==> config.mk <==
export PLATFORM = sky130hd
export DESIGN_NAME = instr_encoder
export DESIGN_NICKNAME = d
export VERILOG_FILES = /design/src/rtl/lab3_pkg.sv /design/src/rtl/instr_encoder_tick_gen.sv /design/src/rtl/instr_encoder.sv
export SDC_FILE = /design/constraint.sdc
export NUM_CORES = 1
export LEC_CHECK = 0
export CORE_MARGIN = 2
export CORE_UTILIZATION = 30
export CTS_CLUSTER_SIZE = 12
export DETAILED_ROUTE_END_ITERATION = 12
export PLACE_DENSITY = 0.5
export SLEW_MARGIN = 10
export SYNTH_ARGS = -nofsm -noshare
export SYNTH_HDL_FRONTEND = slang
export SYNTH_SLANG_ARGS = --single-unit
==> constraint.sdc <==
create_clock -name clk -period 3 [get_ports clk]
set_input_delay 0.9 -clock clk [delete_from_list [all_inputs] [get_ports clk]]
set_output_delay 0.9 -clock clk [all_outputs]
set_load 0.03 [all_outputs]
==> src/rtl/lab3_pkg.sv <==
// ---------------------------------------------------------------------------
// lab3_pkg
// Shared definitions for the instruction encoder and the decoder bench.
//   INSTR_W            : instruction word width, {op_code, a, b}
//   OP_LSB/A_LSB/B_LSB : bit offsets of each field inside the word
//   state_t            : encoder FSM state encoding (ST_IDLE..ST_DONE)
//   SWEEP_LAST         : final word of an automatic sweep
// ---------------------------------------------------------------------------
package lab3_pkg;

    localparam int INSTR_W = 12;
    localparam int OP_LSB  = 8;
    localparam int A_LSB   = 4;
    localparam int B_LSB   = 0;

    localparam logic [INSTR_W-1:0] SWEEP_LAST = '1;

    // Explicit values so the decoder bench can decode a probed state directly
    typedef enum logic [2:0] {
        ST_IDLE       = 3'd0,
        ST_HOLD       = 3'd1,
        ST_SWEEP_WAIT = 3'd2,
        ST_SWEEP_EMIT = 3'd3,
        ST_DONE       = 3'd4
    } state_t;

endpackage

==> src/rtl/instr_encoder_tick_gen.sv <==
// ---------------------------------------------------------------------------
// tick_gen
// Down-counter producing a one-cycle tick every STEP_DIV cycles.
//   clk     in  system clock
//   reset   in  synchronous, active-high; clears the count
//   restart in  reloads the count to STEP_DIV-1
//   tick    out high for one cycle when the count reaches zero
// ---------------------------------------------------------------------------
module tick_gen #(
    parameter int STEP_DIV = 50_000_000
) (
    input  logic clk,
    input  logic reset,
    input  logic restart,
    output logic tick
);

    localparam int CW = (STEP_DIV > 2) ? $clog2(STEP_DIV) : 1;

    logic [CW-1:0] r_count;

    // Count STEP_DIV-1 down to 0, then reload; a restart pulls the count
    // back to the top so the next tick is a full period away.
    always_ff @(posedge clk) begin
        if (reset) begin
            r_count <= '0;
        end else if (restart || (r_count == '0)) begin
            r_count <= CW'(STEP_DIV - 1);
        end else begin
            r_count <= r_count - CW'(1);
        end
    end

    assign tick = (r_count == '0);

endmodule

==> src/rtl/instr_encoder.sv <==
// ---------------------------------------------------------------------------
// instr_encoder
// Packs operand/opcode switches into {op_code, a, b} and presents it to the
// decoder over valid/ready, either one word per load strobe (manual mode) or
// stepping through every word 0x000..0xFFF (sweep mode).
//   clk, reset    : clock, synchronous active-high reset
//   a, b, op_code : switch inputs, sampled only on a manual capture
//   load          : single-cycle capture strobe
//   counter_mode  : 1 = sweep, 0 = manual
//   out_ready     : decoder accepts the word when out_valid & out_ready
//   out_valid     : instr_code holds a valid word
//   instr_code    : {op_code, a, b}
//   busy          : FSM is outside IDLE
//   sweep_done    : sticky, last sweep word accepted
//   overrun       : sticky, a load arrived while a word was still pending
// ---------------------------------------------------------------------------
module instr_encoder
    import lab3_pkg::*;
#(
    parameter int DATA_W   = 4,
    parameter int OP_W     = 4,
    parameter int STEP_DIV = 50_000_000
) (
    input  logic                       clk,
    input  logic                       reset,
    input  logic [DATA_W-1:0]          a,
    input  logic [DATA_W-1:0]          b,
    input  logic [OP_W-1:0]            op_code,
    input  logic                       load,
    input  logic                       counter_mode,
    input  logic                       out_ready,
    output logic                       out_valid,
    output logic [OP_W+2*DATA_W-1:0]   instr_code,
    output logic                       busy,
    output logic                       sweep_done,
    output logic                       overrun
);

    state_t             r_state;
    state_t             w_nextState;
    logic [INSTR_W-1:0] r_word;
    logic [INSTR_W-1:0] r_counter;
    logic               r_sweepDone;
    logic               r_overrun;

    logic w_xfer;
    logic w_tick;
    logic w_capture;
    logic w_clearCount;
    logic w_stepCount;
    logic w_setDone;
    logic w_setOverrun;
    logic w_restart;

    // out_valid comes from the state register only, so w_xfer has no path
    // back from out_ready into out_valid.
    assign w_xfer = out_valid & out_ready;

    tick_gen #(
        .STEP_DIV (STEP_DIV)
    ) u_tickGen (
        .clk     (clk),
        .reset   (reset),
        .restart (w_restart),
        .tick    (w_tick)
    );

    // State register
    always_ff @(posedge clk) begin
        if (reset) begin
            r_state <= ST_IDLE;
        end else begin
            r_state <= w_nextState;
        end
    end

    // Next-state logic plus the one-cycle datapath controls for each edge.
    // A word leaving SWEEP_EMIT always finishes its handshake before any
    // mode change is honoured, so there is never a partial retract.
    always_comb begin
        w_nextState  = r_state;
        w_capture    = 1'b0;
        w_clearCount = 1'b0;
        w_stepCount  = 1'b0;
        w_setDone    = 1'b0;
        w_setOverrun = 1'b0;
        w_restart    = 1'b0;
        case (r_state)
            ST_IDLE: begin
                if (counter_mode) begin
                    w_clearCount = 1'b1;
                    w_nextState  = ST_SWEEP_EMIT;
                end else if (load) begin
                    w_capture   = 1'b1;
                    w_nextState = ST_HOLD;
                end
            end
            ST_HOLD: begin
                if (w_xfer) begin
                    if (load) begin
                        w_capture = 1'b1;
                    end else begin
                        w_nextState = ST_IDLE;
                    end
                end else if (load) begin
                    w_setOverrun = 1'b1;
                end
            end
            ST_SWEEP_EMIT: begin
                if (w_xfer) begin
                    if (r_counter == SWEEP_LAST) begin
                        w_setDone   = 1'b1;
                        w_nextState = ST_DONE;
                    end else if (!counter_mode) begin
                        w_nextState = ST_IDLE;
                    end else begin
                        w_stepCount = 1'b1;
                        w_restart   = 1'b1;
                        w_nextState = ST_SWEEP_WAIT;
                    end
                end
            end
            ST_SWEEP_WAIT: begin
                if (!counter_mode) begin
                    w_nextState = ST_IDLE;
                end else if (w_tick) begin
                    w_nextState = ST_SWEEP_EMIT;
                end
            end
            ST_DONE: begin
                if (!counter_mode) begin
                    w_nextState = ST_IDLE;
                end
            end
            default: begin
                w_nextState = ST_IDLE;
            end
        endcase
    end

    // Datapath: manual word, sweep counter and the two sticky flags.
    // Fields are placed by the package offsets so the decoder agrees on layout.
    always_ff @(posedge clk) begin
        if (reset) begin
            r_word      <= '0;
            r_counter   <= '0;
            r_sweepDone <= 1'b0;
            r_overrun   <= 1'b0;
        end else begin
            if (w_capture) begin
                r_word[OP_LSB +: OP_W]  <= op_code;
                r_word[A_LSB +: DATA_W] <= a;
                r_word[B_LSB +: DATA_W] <= b;
            end
            if (w_clearCount) begin
                r_counter   <= '0;
                r_sweepDone <= 1'b0;
            end else if (w_stepCount) begin
                r_counter <= r_counter + INSTR_W'(1);
            end
            if (w_setDone) begin
                r_sweepDone <= 1'b1;
            end
            if (w_setOverrun) begin
                r_overrun <= 1'b1;
            end
        end
    end

    // Outputs decoded from the registered state only
    always_comb begin
        out_valid  = 1'b0;
        instr_code = r_word;
        busy       = (r_state != ST_IDLE);
        case (r_state)
            ST_HOLD: begin
                out_valid = 1'b1;
            end
            ST_SWEEP_EMIT: begin
                out_valid  = 1'b1;
                instr_code = r_counter;
            end
            default: begin
                out_valid = 1'b0;
            end
        endcase
    end

    assign sweep_done = r_sweepDone;
    assign overrun    = r_overrun;

endmodule

After elaboration in Yosys (flattened, before gate mapping)
Index checks and enable logic that the tools add are counted.
- register bits after elaboration: 55
- input bits: 17
- add/subtract/negate cells: 2
- equal/unequal tests: 11
- muxes and demuxes: 30
- bitwise gates (word level): 1
- reductions and logical operators: 9
- operators with widths (cell ; count):
    $mux W3 ; 9
    $logic_not A26 Y1 ; 1
    $mux W26 ; 1
    $sub A26 B1 Y26 const B ; 1
    $mux W1 ; 16
    $pmux W3 S5 ; 1
    $add A12 B1 Y12 const B ; 1
    $eq A12 B12 Y1 const B ; 1
    $mux W12 ; 1
    $ne A2 B2 Y1 const B ; 4
    $eq A3 B2 Y1 const B ; 2
    $reduce_and A6 Y1 ; 1
    $reduce_or A2 Y1 ; 3
    $eq A3 B1 Y1 const B ; 1
    $eq A3 B3 Y1 const B ; 1
    $logic_not A3 Y1 ; 1
    $ne A3 B2 Y1 const B ; 1
    $ne A3 B3 Y1 const B ; 1
    $reduce_bool A3 Y1 ; 1
    $mux W2 ; 1
    $pmux W1 S2 ; 1
    $reduce_bool A2 Y1 ; 1
    $and A1 B1 Y1 ; 1
    $logic_or A1 B1 Y1 ; 1

Logic depth before layout (Yosys ltp)
- depth in word-level cells: 8
- mapped depth: 7
- gate-level depth less buffers: 5

Cells and area by module
A second synthesis with hierarchy kept.
- cells, all modules: 308
- area total of the unflattened synthesis: 2836.5 um^2
- by module, submodules not included (module ; instances ; cells an instance ; area an instance (um^2) ; sequential area each (um^2)):
    instr_encoder ; 1 ; 179 ; 1596.5 ; 580.6
    tick_gen ; 1 ; 129 ; 1239.9 ; 520.5

Least setup slack after synthesis
Ideal clock, no wire load.
- kind: register to output
- start: register r_state[0]
- end: output instr_code[8]
- data arrival time: 2.199 ns
- slack: -0.099 ns
- stages on the path, launching flop included: 6
- path buffers: 2
- cells stage by stage: dfxtp_1 -> buf_2 -> nor2b_1 -> nand2_1 -> clkbuf_1 -> o21ai_0
- word-level cells in the longest chain between the ends: 2
- RTL lines (element ; RTL line ; source):
    from (decl) ; instr_encoder.sv:39 ; state_t r_state;
    from (signal assigned) ; instr_encoder.sv:73 ; r_state <= w_nextState;
    $eq A3 B2 Y1 ; instr_encoder.sv:175 ; case (r_state)
    $mux W12 ; instr_encoder.sv:175 ;
    to (decl) ; instr_encoder.sv:33 ; output logic [OP_W+2*DATA_W-1:0] instr_code,
No other way between the ends.

Final worst setup path
- start: register r_state[2]
- end: output instr_code[7]
Same word-level chain as after synthesis.

==> flow_metrics.tcl <==
set metrics [dict create \
    layout_common_cells "dfxtp_1 (55), a21oi_1 (29), nor2_1 (25)" \
    drive_gt1_share_pct 15.2 \
    holdCritStartpoint "u_tickGen.r_count[20]$_SDFF_PP0_" \
    synth_compound_area_share_pct 18.5 \
    clk_pin_slew_ps 110 \
    clockBufferDepth 2 \
    fmax_mhz 369 \
    critPathRequiredTime_ps 2100 \
    crit_buf_inv 2 \
    setup_tns_ps 0 \
    power_leakage_nw 1.26 \
    h-tree-depth 2 \
    rsz0062_at_grt "false" \
    crit_family "flip-flops" \
    reg2reg_depth 5 \
    synth_edf_count 0 \
    antenna_found_initial 0 \
    port_buffers 32 \
    drt-initial-drc-count 92 \
    cts_buffers 5 \
    holdPathEnd "u_tickGen.r_count[20]$_SDFF_PP0_" \
    synth_flop_cell "dfxtp_1" \
    hold_depth 2 \
    hp-class "flop to flop" \
    synth_cell_types 51 \
    final_common_cell "dfxtp_1" \
    overflow 0 \
    slew_violations 0 \
    synth-async-reset-ratio_pct 0 \
    synthAdderAreaFrac_pct 0.884 \
    synth.yosys.seq_area_share_pct 38.9 \
    cp_data_arrival_time_ps 1810 \
    dr_total_vias 2466 \
    synth_mux_area_share_pct 8.62 \
    start_util_pct 30.8 \
    fill_cells 974 \
    netlist_area_um2 2830 \
    cts_sinks 55 \
    hold_viol_final 0 \
    final_nets 359 \
    tightest_slew_ps 660 \
    grt_pass1_wl_um 11800 \
    start_kind "flop" \
    synth_cells 309 \
    routed_wl_um 6960 \
    die_x_um 101 \
    grt_pass1_vias 2386 \
    rows 35 \
    slew_headroom_pct 56.0 \
    powerDensity_nw_per_um2 864 \
    multiInputGateArea_um2 1620 \
    crit_slowest_cell "dfxtp_1" \
    syn_nets 328 \
    detail-route-antenna-nets 0 \
    n_antenna_cell 0 \
    cts_resized 0 \
    post_drt_via_cell_ratio 5.46 \
    synth_xor_area_share_pct 2.79 \
    ys_ff_latch 55 \
    hpwl_um 5020 \
    drcViolationCount 0 \
    setup_viol 0 \
    crit_fanout 9 \
    ctsHoldBuffers 0 \
    ir_drop_mv 0.267 \
    syn_avg_cell_area_um2 9.16 \
    yosysWarnings 0 \
    crit_type "flop to output port" \
    path_cells "nor2b_1 -> nand2_1 -> buf_4 -> mux2_2 -> buf_4" \
    critPathCaptureType "output port" \
    post-route-period-util_pct 90.5 \
    wl_per_cell_um 15.4 \
    core_um2 9200 \
    min_period_ps 2710 \
    r2r_slack_ps 870 \
    clockRootBuffer "clkbuf_8" \
    seq_area_um2 1100 \
    dr.pass1.iters 4 \
    gp_congestion 0.781 \
    r2r-start "r_counter[0]$_SDFFE_PP0P_" \
    grt_max_degree 26 \
    synth_top_family_by_area "simple AND/OR/NAND/NOR gates" \
    cts_setup_buffers 0 \
    dieArea_um2 10200 \
    status "complete, no violations" \
    cts_tree "built" \
    max_stage_delay_ps 500 \
    track_usage_pct 14.5 \
    fin_skew_ps 12.3 \
    ios 33 \
    fin_ws_ps 286 \
    place_ws_ps 264 \
    r2r_end "u_tickGen.r_count[19]$_SDFF_PP0_" \
    area_delta_synth_final_pct 18.7 \
    synthSimpleGateAreaFrac_pct 26.4 \
    cp_common_cell "buf_4" \
    clock_latency_ps 320 \
    die_h_um 101 \
    max-cap-violations 0 \
]
-- cell type report --
cell class / instances / area share [%]
timing repair buffer: 40 / 10.6
multi-input combinational: 231 / 48.3
inverter: 7 / 0.782
sequential: 55 / 32.8
clock inverter: 3 / 1.38
clock buffer: 5 / 2.05
tap: 111 / 4.13
-- sequential cells by signal, indices dropped and copies added (netlist names) --
| signal | count |
|---|---|
| overrun | 1 |
| u_tickGen.r_count | 26 |
| r_counter | 12 |
| sweep_done | 1 |
| r_word | 12 |
| r_state | 3 |
-- cells by family (layout without fill, tap and decap cells) --
kind of cell | count (synthesis) | count (layout)
mux | 23 | 23
fa+ha+maj | 2 | 2
compound gates | 78 | 78
simple gates | 119 | 119
flops | 55 | 55
xor+xnor | 9 | 9
buf+inv | 23 | 55
-- how the worst max path moves through the flow --
stage / start / endpoint / slack (ps) / cells past startpoint
after global placement: out_ready / r_counter[3]$_SDFFE_PP0P_ / 280 / 5
after CTS: r_state[2]$_SDFFE_PP0P_ / instr_code[8] / 60 / 4
after floorplan: r_state[0]$_SDFFE_PP0P_ / instr_code[8] / 130 / 5
final: r_state[2]$_SDFFE_PP0P_ / instr_code[7] / 290 / 5
after global routing: r_state[2]$_SDFFE_PP0P_ / instr_code[7] / 170 / 5
after detailed placement: counter_mode / r_counter[3]$_SDFFE_PP0P_ / 260 / 5
-- Yosys cell counts (2+ instances only) --
master / instances / share of area (%)
nand4b_1: 2 / 0.62
a31oi_1: 9 / 2.0
o21ai_0: 11 / 1.9
nand2_1: 17 / 2.3
xnor2_1: 2 / 0.62
xor2_1: 7 / 2.2
buf_2: 5 / 0.88
dfxtp_1: 55 / 39
or2_2: 3 / 0.66
nand2b_1: 2 / 0.44
ha_1: 2 / 0.88
o41ai_1: 3 / 0.93
nand3_1: 12 / 2.1
nand4_1: 5 / 1.1
or4b_1: 4 / 1.4
o31ai_1: 15 / 4.0
buf_6: 2 / 0.80
clkbuf_1: 8 / 1.1
nor3_1: 7 / 1.2
a21oi_1: 29 / 5.1
or3_1: 7 / 1.5
mux2i_1: 12 / 4.2
inv_1: 7 / 0.93
nor4_4: 3 / 2.3
or4_1: 16 / 4.2
o311ai_0: 2 / 0.62
nor2b_1: 3 / 0.66
nor2_1: 25 / 3.3
mux2_2: 11 / 4.4
and4_1: 2 / 0.62
-- power breakdown --
| part | total [W] | leakage, nW | internal (W) | switching [W] |
|---|---|---|---|---|
| Combinational | 0.00130 | 0.754 | 0.000548 | 0.000751 |
| Sequential | 0.00108 | 0.449 | 0.000885 | 0.000198 |
| Clock | 0.000522 | 0.0548 | 0.000252 | 0.000270 |
-- routing by layer --
layer	global-route usage [%]	up-vias	wire [µm]
li1	-	1241	-
met1	21.5	1168	3700
met4	4.78	0	87
met3	2.07	7	196
met5	0	-	0
met2	21.5	50	2970
-- stage by stage --
step	total power [W]	hold slack, ps	instance area, µm²	std cells	util, %
2_1_floorplan	0.00212	446	2830	309	-
3_3_place_gp	0.00238	459	3240	444	35.3
3_5_place_dp	0.00240	466	3240	444	35.3
4_1_cts	0.00293	483	3360	452	36.5
5_1_grt	0.00315	517	3360	452	36.5
6_report	0.00290	483	3360	452	36.5
-- worst reg2reg max path: cells and delay by family (launching register included) --
kind	cells	cell delay, ps
AOI/OAI and AO/OA	2	580
and+or+nand+nor	2	730
DFF	1	460
adders and majority gates	1	230
Note: power is estimated with default switching activity, not from simulation.
